## src/rtl/alarm_sched_pkg.sv

```systemverilog
// Shared types, default timing constants and the round-robin search helper
// for the alarm buzzer scheduler.
package alarm_sched_pkg;

    typedef enum logic [1:0] {
        StIdle    = 2'd0,
        StOn      = 2'd1,
        StGap     = 2'd2,
        StRelease = 2'd3
    } state_e;

    localparam int unsigned DefNReq      = 3;
    localparam int unsigned DefOnCycles  = 50000000;
    localparam int unsigned DefGapCycles = 25000000;
    localparam int unsigned DefBeeps     = 3;
    localparam int unsigned DefCntW      = 27;
    localparam int unsigned MaxReq       = 8;

    // Returns {valid, idx}: first set bit of req searching last+1, last+2, ... mod n.
    function automatic logic [3:0] rr_pick(input logic [7:0] req, input logic [2:0] last,
                                           input int n);
        logic [3:0] res;
        int         c;
        res = '0;
        // Walk backwards so the nearest candidate is written last and wins.
        for (int k = n; k >= 1; k--) begin
            c = (int'(last) + k) % n;
            if (req[c[2:0]]) begin
                res = {1'b1, c[2:0]};
            end
        end
        return res;
    endfunction

endpackage

```

## src/rtl/alarm_rr_pick.sv

```systemverilog
// Combinational round-robin picker: next requester after last that is asserting req.
module alarm_rr_pick
    import alarm_sched_pkg::*;
#(
    parameter int unsigned N_REQ = DefNReq,
    localparam int unsigned IDX_W = $clog2(N_REQ)
) (
    input  logic [N_REQ-1:0] req,
    input  logic [IDX_W-1:0] last,
    output logic             valid,
    output logic [IDX_W-1:0] idx,
    output logic [N_REQ-1:0] onehot
);

    logic [3:0]       pick;
    logic [2:0]       pick_idx;
    logic [N_REQ-1:0] one;

    assign pick     = rr_pick(8'(req), 3'(last), int'(N_REQ));
    assign valid    = pick[3];
    assign pick_idx = pick[2:0];
    assign idx      = IDX_W'(pick_idx);
    assign one      = {{(N_REQ-1){1'b0}}, 1'b1};
    assign onehot   = valid ? (one << idx) : '0;

endmodule

```

## src/rtl/alarm_buzzer_scheduler.sv

```systemverilog
// Round-robin owner of one shared buzzer; each grant plays BEEPS on/gap pulses.
// Optional urgent preemption by requester 0 is enabled with ALARM_PREEMPT_EN.
module alarm_buzzer_scheduler
    import alarm_sched_pkg::*;
#(
    parameter int unsigned N_REQ      = DefNReq,
    parameter int unsigned ON_CYCLES  = DefOnCycles,
    parameter int unsigned GAP_CYCLES = DefGapCycles,
    parameter int unsigned BEEPS      = DefBeeps,
    parameter int unsigned CNT_W      = DefCntW
) (
    input  logic             clk,
    input  logic             rst_n,
    input  logic             ena,
    input  logic [N_REQ-1:0] req,
    output logic [N_REQ-1:0] grant,
    output logic             buzz,
    output logic [N_REQ-1:0] sel,
    output logic             busy,
    output logic             done
);

    localparam int unsigned IDX_W = $clog2(N_REQ);
    localparam int unsigned BC_W  = $clog2(BEEPS + 1);
    localparam longint unsigned MaxCnt =
        64'((ON_CYCLES > GAP_CYCLES) ? ON_CYCLES : GAP_CYCLES) - 64'd1;

    if (N_REQ < 2 || N_REQ > MaxReq) begin : gen_n_req_err
        $error("N_REQ must be in 2..8");
    end
    if (ON_CYCLES < 1 || GAP_CYCLES < 1 || BEEPS < 1) begin : gen_timing_err
        $error("ON_CYCLES, GAP_CYCLES and BEEPS must be >= 1");
    end
    if (CNT_W < 64 && MaxCnt >= (64'd1 << CNT_W)) begin : gen_cnt_w_err
        $error("CNT_W too small for max(ON_CYCLES, GAP_CYCLES)-1");
    end

    state_e           state_q, state_d;
    logic [CNT_W-1:0] timer_q, timer_d;
    logic [BC_W-1:0]  beep_q, beep_d;
    logic [N_REQ-1:0] grant_q, grant_d;
    logic [IDX_W-1:0] owner_q, owner_d;
    logic [IDX_W-1:0] last_q, last_d;
    logic             buzz_q, buzz_d;
    logic [N_REQ-1:0] sel_q, sel_d;
    logic             busy_q, busy_d;
    logic             done_q, done_d;

    logic             pick_valid;
    logic [IDX_W-1:0] pick_idx;
    logic [N_REQ-1:0] pick_onehot;

    alarm_rr_pick #(
        .N_REQ (N_REQ)
    ) u_pick (
        .req    (req),
        .last   (last_q),
        .valid  (pick_valid),
        .idx    (pick_idx),
        .onehot (pick_onehot)
    );

    always_comb begin
        state_d = state_q;
        timer_d = timer_q;
        beep_d  = beep_q;
        grant_d = grant_q;
        owner_d = owner_q;
        last_d  = last_q;
        buzz_d  = buzz_q;
        done_d  = 1'b0;

        unique case (state_q)
            StIdle: begin
                grant_d = '0;
                buzz_d  = 1'b0;
                if (pick_valid) begin
                    state_d = StOn;
                    grant_d = pick_onehot;
                    owner_d = pick_idx;
                    buzz_d  = 1'b1;
                    timer_d = '0;
                    beep_d  = '0;
                end
            end
            StOn: begin
                buzz_d = 1'b1;
                if (timer_q == CNT_W'(ON_CYCLES - 1)) begin
                    timer_d = '0;
                    beep_d  = beep_q + BC_W'(1);
                    buzz_d  = 1'b0;
                    if (beep_q + BC_W'(1) == BC_W'(BEEPS)) begin
                        state_d = StRelease;
                        grant_d = '0;
                        done_d  = 1'b1;
                        last_d  = owner_q;
                    end else begin
                        state_d = StGap;
                    end
                end else begin
                    timer_d = timer_q + CNT_W'(1);
                end
            end
            StGap: begin
                buzz_d = 1'b0;
                if (timer_q == CNT_W'(GAP_CYCLES - 1)) begin
                    timer_d = '0;
                    state_d = StOn;
                    buzz_d  = 1'b1;
                end else begin
                    timer_d = timer_q + CNT_W'(1);
                end
            end
            StRelease: begin
                state_d = StIdle;
                grant_d = '0;
                buzz_d  = 1'b0;
            end
            default: state_d = StIdle;
        endcase

`ifdef ALARM_PREEMPT_EN
        // Urgent requester 0 restarts the pattern; last is untouched so the
        // preempted owner keeps its round-robin slot.
        if ((state_q == StOn || state_q == StGap) && req[0] && !grant_q[0]) begin
            state_d = StOn;
            grant_d = {{(N_REQ-1){1'b0}}, 1'b1};
            owner_d = '0;
            buzz_d  = 1'b1;
            timer_d = '0;
            beep_d  = '0;
            done_d  = 1'b0;
            last_d  = last_q;
        end
`endif

        busy_d = (state_d != StIdle);
        sel_d  = grant_d & {N_REQ{buzz_d}};
    end

    always_ff @(posedge clk) begin
        if (!rst_n) begin
            state_q <= StIdle;
            timer_q <= '0;
            beep_q  <= '0;
            grant_q <= '0;
            owner_q <= '0;
            last_q  <= IDX_W'(N_REQ - 1);
            buzz_q  <= 1'b0;
            sel_q   <= '0;
            busy_q  <= 1'b0;
            done_q  <= 1'b0;
        end else if (ena) begin
            state_q <= state_d;
            timer_q <= timer_d;
            beep_q  <= beep_d;
            grant_q <= grant_d;
            owner_q <= owner_d;
            last_q  <= last_d;
            buzz_q  <= buzz_d;
            sel_q   <= sel_d;
            busy_q  <= busy_d;
            done_q  <= done_d;
        end
    end

    assign grant = grant_q;
    assign buzz  = buzz_q;
    assign sel   = sel_q;
    assign busy  = busy_q;
    assign done  = done_q;

endmodule

```

## config.mk

```make
export PLATFORM = sky130hd
export DESIGN_NAME = alarm_buzzer_scheduler
export DESIGN_NICKNAME = d
export VERILOG_FILES = /design/src/rtl/alarm_sched_pkg.sv /design/src/rtl/alarm_rr_pick.sv /design/src/rtl/alarm_buzzer_scheduler.sv
export SDC_FILE = /design/constraint.sdc
export NUM_CORES = 1
export LEC_CHECK = 0
export CELL_PAD_IN_SITES_DETAIL_PLACEMENT = 2
export CELL_PAD_IN_SITES_GLOBAL_PLACEMENT = 2
export CORE_UTILIZATION = 39
export DETAILED_ROUTE_END_ITERATION = 12
export GPL_ROUTABILITY_DRIVEN = 0
export PLACE_DENSITY = 0.92
export REMOVE_ABC_BUFFERS = 1
export SYNTH_ARGS = -nofsm -noshare
export SYNTH_HDL_FRONTEND = slang
export SYNTH_HIERARCHICAL = 1
export SYNTH_SLANG_ARGS = --single-unit
```

## constraint.sdc

```tcl
create_clock -name clk -period 7.2 [get_ports clk]
set_input_delay 1.44 -clock clk [delete_from_list [all_inputs] [get_ports clk]]
set_output_delay 1.44 -clock clk [all_outputs]
set_load 0.02 [all_outputs]
```

* Yosys cells after proc, flatten, opt, wreduce, memory -nomap -nowiden
Cells that the tools add are included.
** Word-level totals
- Register bits :: 44
- Bits of input ports :: 6
- Output and inout bits :: 9
- Logic and storage cells :: 71
** Cells by class
- Add/sub/neg operators :: 5
- Div/mod/pow operators :: 3
- Order comparisons :: 3
- Equal/unequal tests :: 8
- Shift operators :: 1
- Multiplexer cells :: 32
- Bitwise gates (word level) :: 1
- Reduce and logical (&&, ||, !) cells :: 8
** Operators by type and width (number)
- 32-bit by 3-bit modulo with 32-bit output (second input constant) :: 3
- 27-bit 2-to-1 mux :: 3
- 27-bit case mux with 3 select lines :: 1
- 27-bit by 1-bit adder with 27-bit output (second input constant) :: 1
- 27-bit by 25-bit == test with 1-bit output (second input constant) :: 1
- 27-bit by 26-bit == test with 1-bit output (second input constant) :: 1
- 3-bit by 4-bit < comparator with 1-bit output (second input constant) :: 3
- 4-bit 2-to-1 mux :: 3
- 1-bit 2-to-1 mux :: 10
- 2-bit 2-to-1 mux :: 5
- 1-bit binary-select mux with 3-bit select :: 3
- 3-bit 2-to-1 mux :: 3
- 3-bit case mux with 3 select lines :: 1
- 2-bit case mux with 4 select lines :: 1
- 4-bit AND reduction :: 2
- 2-bit by 2-bit adder with 3-bit output (second input constant) :: 2
- 2-bit == test (second input constant) :: 3
- 3-bit AND reduction :: 2
- 1-bit case mux with 4 select lines :: 1
- 2-bit case mux with 2 select lines :: 1
- 2-bit nonzero test :: 2
- 2-bit by 1-bit adder with 3-bit output (second input constant) :: 1
- 3-bit bitwise AND :: 1
- 3-bit nonzero test :: 1
- 6 further kinds :: 6

* Longest topological paths before layout
Gate-level depths: netlist of run 1.
- Depth after elaboration :: 11
- Mapped depth :: 13
- Gate-level depth less buffers :: 13

* Cells and area by module
The synthesis of run 1 kept the hierarchy.
** Modules (own cells, without submodules)
- alarm_buzzer_scheduler :: times used 1, cells each 260, area each 2219.6 sq um, sequential area each 880.8 sq um
- alarm_rr_pick :: times used 1, cells each 45, area each 332.8 sq um, sequential area each 0.0 sq um

* Worst setup path before layout of run 1
Ideal clock, no wire load.
- Path kind :: input port to flip-flop
- From :: in req[0]
- To :: reg timer_q[22]
- Library setup time :: 0.115 ns
- Data arrival time :: 3.315 ns
- Data required time :: 7.085 ns
- Slack :: 3.770 ns
- Stages :: 10
- Buffers on the path :: 0
- Path through :: or2b_2 > o211a_1 > o21ai_0 > nand3_1 > nor2b_1 > or4_1 > or4_1 > nor2_1 > xnor2_1 > nor2_1
** Between the ends
- Word-level cells in the longest chain between the ends :: 7
- Elaborated cells on any way between the ends :: 11
- Those cells by class :: eq/ne: 1; mux: 9; reduce/logical: 1
** RTL lines
- from (decl) :: line alarm_buzzer_scheduler.sv:15 : input logic [N_REQ-1:0] req,
- 1-bit binary-select mux with 3-bit select :: line alarm_sched_pkg.sv:28 : if (req[c[2:0]]) begin
- 1-bit 2-to-1 mux (not written as such) :: line alarm_sched_pkg.sv:28
- 4-bit 2-to-1 mux (2 in a row) :: line alarm_sched_pkg.sv:28
- 4-bit 2-to-1 mux (*) :: line alarm_sched_pkg.sv:28
- named net pick_valid :: line alarm_buzzer_scheduler.sv:49 : logic pick_valid;
- 2-bit by 1-bit inequality test with 1-bit output (no source line) (*)
- 3-bit AND reduction (no source line) (*)
- to (signal assigned) :: line alarm_buzzer_scheduler.sv:155 : timer_q <= timer_d;
- to (decl) :: line alarm_buzzer_scheduler.sv:39 : logic [CNT_W-1:0] timer_q, timer_d;
The timed path passes the listed nets; every way through them passes the cells marked *. The select of a mux whose other input is x is not followed.
A chain may end at the register's enable or synchronous reset.

* Worst setup path after layout of run 1
- From :: in req[2]
- To :: reg timer_q[23]
Same word-level chain as after synthesis.

==> key figures, run 1 <==
Placement
  – Dpl ws: 2762 ps
  – Detailed Place HPWL: around 5200 µm
  – Input/output buffers: 14

STA
  – Final-report setup violation count: 0
  – Fmax: 241.2 MHz
  – Rel. slew slack: 27.98%
  – Unrepaired setup endpoints after global routing: no
  – Clock skew: 9.394 ps
  – WHS: around 480 ps
  – Min Clock Period, post-route: 4145 ps
  – Final period util: 57.57%
  – Hold Fails Final Rpt: 0
  – Max Slew Vio Count: 0
  – Slew @ Worst Pin: 1080 ps
  – Setup TNS: 0 ps
  – Final setup margin: 3055 ps

Power
  – Combinational share of power: between 10% and 20%
  – VDD IR max: ~90 µV
  – Part of the power in registers: between 50% and 60%
  – PwrDens: 167.7 mW/mm²
  – Internal: 0.3557 mW
  – Sw power: 0.1210 mW
  – Net Sw Frac: approximately 25%
  – Clock share of power: 35.3%
  – Leak: slightly above 1 nW

Final layout
  – Share of layout cells above drive strength 1: approximately 5%
  – Antenna Cells: 0
  – Core Util, Final: between 40% and 50%
  – Area Growth Syn to Fin: 11.37%
  – Layout fillers: between 700 and 800
  – Post-layout nets: 340

Critical path
  – Setup CP Type: input pin to flip-flop
  – Critical-path cell list: clkdlybuf4s50_1 -> mux2i_1 -> nor3_1 -> nor2_1 -> nand3_1 -> nor2b_1 -> nor4_1 -> nand4b_1 -> nor3_1 -> xnor2_1 -> nor2_1
  – Critical Path Slowest Stage Cell: nor4_1
  – Setup crit start: req[2]
  – Worst Setup End Kind: flip-flop
  – Crit path launch type: input pin
  – Crit path max-delay family: simple AND/OR/NAND/NOR gates
  – Worst path buffer plus inverter count: 1
  – Critical Path AT: 4290 ps
  – Crit path largest cell delay: 650 ps
  – Reg-to-reg startpoint: last_q[0]
  – Worst-path maximum fanout: 6
  – Req. time, crit path: ~7400 ps

Routing
  – WL per Instance: between 15 and 20 µm
  – WL final: 6869 µm
  – Initial DRC count: 39
  – Final antenna-violating net count: 0
  – # DRC: 0
  – Drt first pass iters: 5
  – Vias per std cell: 5.657
  – Via count: 2240

Clocking
  – Clk buf depth: 2
  – Worst-Skew Late Latency: 300 ps
  – CTS tree: done
  – Reg clk slew, reported paths: 80 ps
  – CTS HTree Levels: 2
  – Setup Fix Bufs, Post-CTS: 0
  – Root Driver: clkbuf_8
  – CTS Buf Count: 5
  – Post-cts resize count: 0
  – Clock sinks: 44
  – Cts hold-fix bufs: 0

Global routing
  – GR Overflow Total: 0
  – Global-route wire length before repair: 11630 µm
  – Largest net degree at the start of global routing: 27
  – Vias in the first global route: 2456
  – Initial antenna violation count: 0
  – GRT Overall Usage: a little over a fifth

Die
  – Die height: ~83 µm
  – Die area: 0.006872 mm²
  – Die width: 82.90 µm
  – FP Rows: 29
  – IO Count: 15
  – Core ar.: 0.006350 mm²
  – Initial Utilization: 40.20%

Logic synthesis
  – Seq cells post-synth: 44
  – Syn Area/Cell: 8.369 µm²
  – Synth async-reset ratio: 0%
  – Post-synth EDFFs: 0
  – Library cells used by synthesis: 50
  – Register area share after synthesis: 34.51%
  – Synthesized instance count: 305
  – Synth warn: 6
  – Ys flop type: dfxtp_1
  – Synthesized area: 0.002552 mm²

Outcome
  – Status: finished, final reports clean

Worst hold path
  – HP Class: flip-flop to flip-flop
  – Hold wc startpoint: done

Run
  – MaxCap Viol Count: 0
[flip-flops by register name (all words and copies together), names as in the netlist, 2 cells and up]
signal   count
last_q       2
timer_q     27
owner_q      2
grant        3
state_q      2
beep_q       2
sel          3
[cell usage in the layout (no fill, tap or decap), types with 2 or more instances in the layout]
master            n
nor4bb_1          3
nor2_1           49
nand2_1          22
clkbuf_8          7
xnor2_1          14
ha_1             15
o21ai_0          13
dfxtp_1          44
nand2b_1          2
nand4_1          10
nor2b_1           5
and4_1            4
mux2i_1           6
mux2_2            2
o41ai_1           2
a22o_1            3
a31oi_1           2
o31ai_4           2
nor3_1            8
inv_1            20
clkdlybuf4s50_1  14
o211a_1           3
and2_1            2
a2bb2oi_1         3
a22oi_1           3
a211oi_1          2
nor4_1            4
nand3_1          14
a21oi_1           8
xor2_1           10
or4_1             5
[final timing paths]
check                      to  slack, ps  cells after the start
setup / recovery  timer_q[23]       3050                     11
hold / removal           done        480                      2
setup reg to reg  timer_q[23]       3680                     12
hold reg to reg          done        480                      2
[layer usage]
layer	GRT usage [%]	wire length, µm	up-vias
li1	-	-	1102
met1	23.22	3058	1087
met2	39.12	3533	39
met3	3.479	150	12
met4	8.307	127	0
met5	0	0	-
[kinds of logic after synthesis]
logic type,count (synthesis),share of synthesized area [%]
flops,44,34.51
simple gates,136,27.26
fa+ha+maj,15,7.353
mux,8,3.235
buf+inv,28,4.754
xor+xnor,24,8.235
compound gates,50,14.66
[tightest hold or removal path: cells and delay by family, from the launching register on]
kind	cells	cell delay [ps]
and+or+nand+nor	1	60
DFF	1	320
AOI/OAI and AO/OA	1	50
[power groups by stage]
stage / sequential, mW / clock, mW / combinational, mW
3_5_place_dp: 0.257 / 0 / 0.0571
2_1_floorplan: 0.260 / 0 / 0.0335
4_1_cts: 0.252 / 0.176 / 0.0577
5_1_grt: 0.252 / 0.183 / 0.0625
6_report: 0.252 / 0.168 / 0.0568
3_3_place_gp: 0.257 / 0 / 0.0557
[Yosys cell counts (all sizes together) (3+ instances only)]
library cell | instances | area, µm²
o211a | 3 | 30.03
nand2 | 22 | 82.58
nor4 | 4 | 25.02
xnor2 | 14 | 122.6
xor2 | 10 | 87.58
clkbuf | 4 | 15.01
or4 | 5 | 37.54
a2bb2oi | 3 | 26.28
nor2b | 5 | 31.28
dfxtp | 44 | 880.8
mux2i | 6 | 60.06
nand3 | 14 | 70.07
nand4 | 10 | 62.56
o21ai | 14 | 70.06
nor4bb | 3 | 30.03
and4 | 4 | 35.03
buf | 3 | 27.52
a22oi | 3 | 22.52
nor3 | 8 | 40.04
nor2 | 49 | 183.9
a21oi | 8 | 40.04
ha | 15 | 187.7
inv | 21 | 78.82
a22o | 3 | 26.28
[metrics by stage]
step	instances	total power [mW]	area, µm²
5_1_grt	396	0.4980	2843
3_3_place_gp	389	0.3128	2746
3_5_place_dp	389	0.3145	2746
4_1_cts	396	0.4857	2843
2_1_floorplan	298	0.2933	2510
6_report	396	0.4767	2843
[area by class of cell]
type | count | area, µm² | share of cell area, %
multi-input cells | 233 | 1550 | 54.53
flip-flops and latches | 44 | 880.8 | 30.99
clock buffers | 7 | 96.34 | 3.389
repair buffers | 14 | 140.1 | 4.930
well taps | 77 | 96.34 | 3.389
inverters | 21 | 78.83 | 2.773
Note: power is estimated with default switching activity, not from simulation.
==> run 2: changes to the inputs <==
Settings changed: CORE_UTILIZATION 39 to 33, PLACE_DENSITY 0.92 to 0.84.
Clock period 7.2 ns to 3.6 ns, I/O delays scaled along.
==> key figures, run 2 (same netlist as run 1, synthesis figures left out) <==
Outcome
  – Status: finished, final reports clean

STA
  – Slew @ Worst Pin: approximately 470 ps
  – Final-report setup violation count: 0
  – Final setup margin: 163.6 ps
  – Max Slew Vio Count: 0
  – Fmax: 291.0 MHz
  – Hold Fails Final Rpt: 0
  – Setup TNS: 0 ps
  – Rel. slew slack: 68.19%
  – Clock skew: between 4 and 5 ps
  – Final period util: 95.46%
  – Min Clock Period, post-route: 3436 ps

Die
  – IO Count: 15
  – Die width: between 80 and 90 µm
  – Die height: 89.95 µm
  – Core ar.: 0.007370 mm²
  – FP Rows: 31
  – Initial Utilization: 34.63%
  – Die area: 0.008090 mm²

Final layout
  – Max reg flops: 27
  – Antenna Cells: 0
  – Most flops, register: timer_q
  – Area Growth Syn to Fin: 15.00%
  – Share of layout cells above drive strength 1: 7.362%
  – Commonest non-fill, non-tap cells in the layout: nor2_1, dfxtp_1, nand2_1
  – Commonest non-fill, non-tap cell in the layout: nor2_1
  – Post-layout nets: ~350
  – Layout fillers: 856

Critical path
  – Crit path largest cell delay: 560 ps
  – Critical-path cell list: inv_1 -> ha_1 -> ha_1 -> nor2_1 -> and3_1 -> nor2_1 -> nand3_1 -> nor2b_1 -> or4_1 -> or4_1 -> nor2_1 -> xnor2_1 -> nor2_1
  – Worst Setup End Kind: flip-flop
  – Critical Path AT: 3620 ps
  – Critical Path Slowest Stage Cell: or4_1
  – Crit path max-delay family: simple AND/OR/NAND/NOR gates
  – Worst path buffer plus inverter count: 1
  – Crit path launch type: flip-flop
  – Req. time, crit path: ~3800 ps
  – Setup CP Type: flip-flop to flip-flop
  – Worst-path maximum fanout: 6
  – Worst path most repeated cell: nor2_1

Power
  – Sw power: 0.2566 mW
  – Part of the power in registers: 50.1%
  – VDD IR max: 152.2 µV
  – Internal: about 0.75 mW
  – Combinational share of power: 12.1%
  – Clock share of power: 37.8%
  – Leak: 1.046 nW
  – Net Sw Frac: 25.52%
  – PwrDens: ~340 mW/mm²

Placement
  – Dpl ws: -40.30 ps
  – Detailed Place HPWL: about 5600 µm
  – Input/output buffers: 14

Routing
  – Initial DRC count: 47
  – Final antenna-violating net count: 0
  – WL per Instance: around 18 µm
  – # DRC: 0
  – Vias per std cell: 5.353
  – WL final: 7575 µm
  – Via count: 2275
  – Drt first pass iters: 5

Clocking
  – Cts hold-fix bufs: 0
  – CTS tree: done
  – Reg clk slew, reported paths: 80 ps
  – Clk buf depth: 2
  – Worst-Skew Late Latency: 300 ps
  – Root Driver: clkbuf_8
  – Post-cts resize count: 0
  – Clock sinks: 44
  – CTS HTree Levels: 2
  – CTS Buf Count: 5
  – Setup Fix Bufs, Post-CTS: 0

Global routing
  – Largest net degree at the start of global routing: 27
  – Initial antenna violation count: 0
  – Global-route wire length before repair: between 10000 and 15000 µm
  – GR Overflow Total: 0
  – Vias in the first global route: about 2600
  – GRT Overall Usage: between 15 and 20%

Worst hold path
  – HP Class: flip-flop to flip-flop

Run
  – MaxCap Viol Count: 0
## run 2: cell count changes in the layout (fill, tap and decap cells not counted), sizes merged
cell	before	now
bufinv	0	1
buf	0	6
clkinv	0	1
clkbuf	7	6
## run 2: cell type report
cell class / instances / area (µm²) / area share (%)
clock buffers: 6 / 72.57 / 2.472
flip-flops and latches: 44 / 880.8 / 30.01
well taps: 99 / 123.9 / 4.220
multi-input cells: 233 / 1559 / 53.11
clock inverters: 2 / 35.03 / 1.194
repair buffers: 20 / 185.2 / 6.309
inverters: 21 / 78.83 / 2.685
## run 2: path summary, 6_finish.rpt
path	startpoint	to	slack (ps)	depth (start not counted)
worst max-delay path	last_q[0]	timer_q[22]	160	13
worst min register to register	done	done	490	2
worst min-delay path	done	done	490	2
worst max register to register	last_q[0]	timer_q[22]	160	13
## run 2: per-layer routing
metal	track usage [%]	vias to the layer above	wire [µm]
met2	34.10	26	3697
met3	3.299	8	167
met5	0	-	0
li1	-	1117	-
met1	25.40	1124	3638
met4	5.242	0	70
## run 2: power groups by stage
stage	clock network, mW	registers (mW)	logic, mW
4_1_cts	0.393	0.504	0.123
2_1_floorplan	0	0.519	0.0670
5_1_grt	0.406	0.505	0.133
3_5_place_dp	0	0.515	0.120
3_3_place_gp	0	0.514	0.115
6_report	0.380	0.504	0.122
## run 2: stage by stage
| stage | power [mW] | cell area (µm²) | hold slack [ps] | std cells | utilization [%] |
|---|---|---|---|---|---|
| 2_1_floorplan | 0.5865 | 2510 | 439.4 | 298 | - |
| 3_3_place_gp | 0.6289 | 2819 | 461.5 | 417 | 38.25 |
| 3_5_place_dp | 0.6346 | 2819 | 471.7 | 417 | 38.25 |
| 4_1_cts | 1.020 | 2927 | 492.9 | 425 | 39.71 |
| 5_1_grt | 1.045 | 2935 | 509.5 | 425 | 39.83 |
| 6_report | 1.006 | 2935 | 486.0 | 425 | 39.83 |
## run 2: worst min-delay path, delay by kind of cell, from the launching register on
family / cells / cell delay, ps
DFF: 1 / 320
and+or+nand+nor: 1 / 60
AOI/OAI and AO/OA: 1 / 60
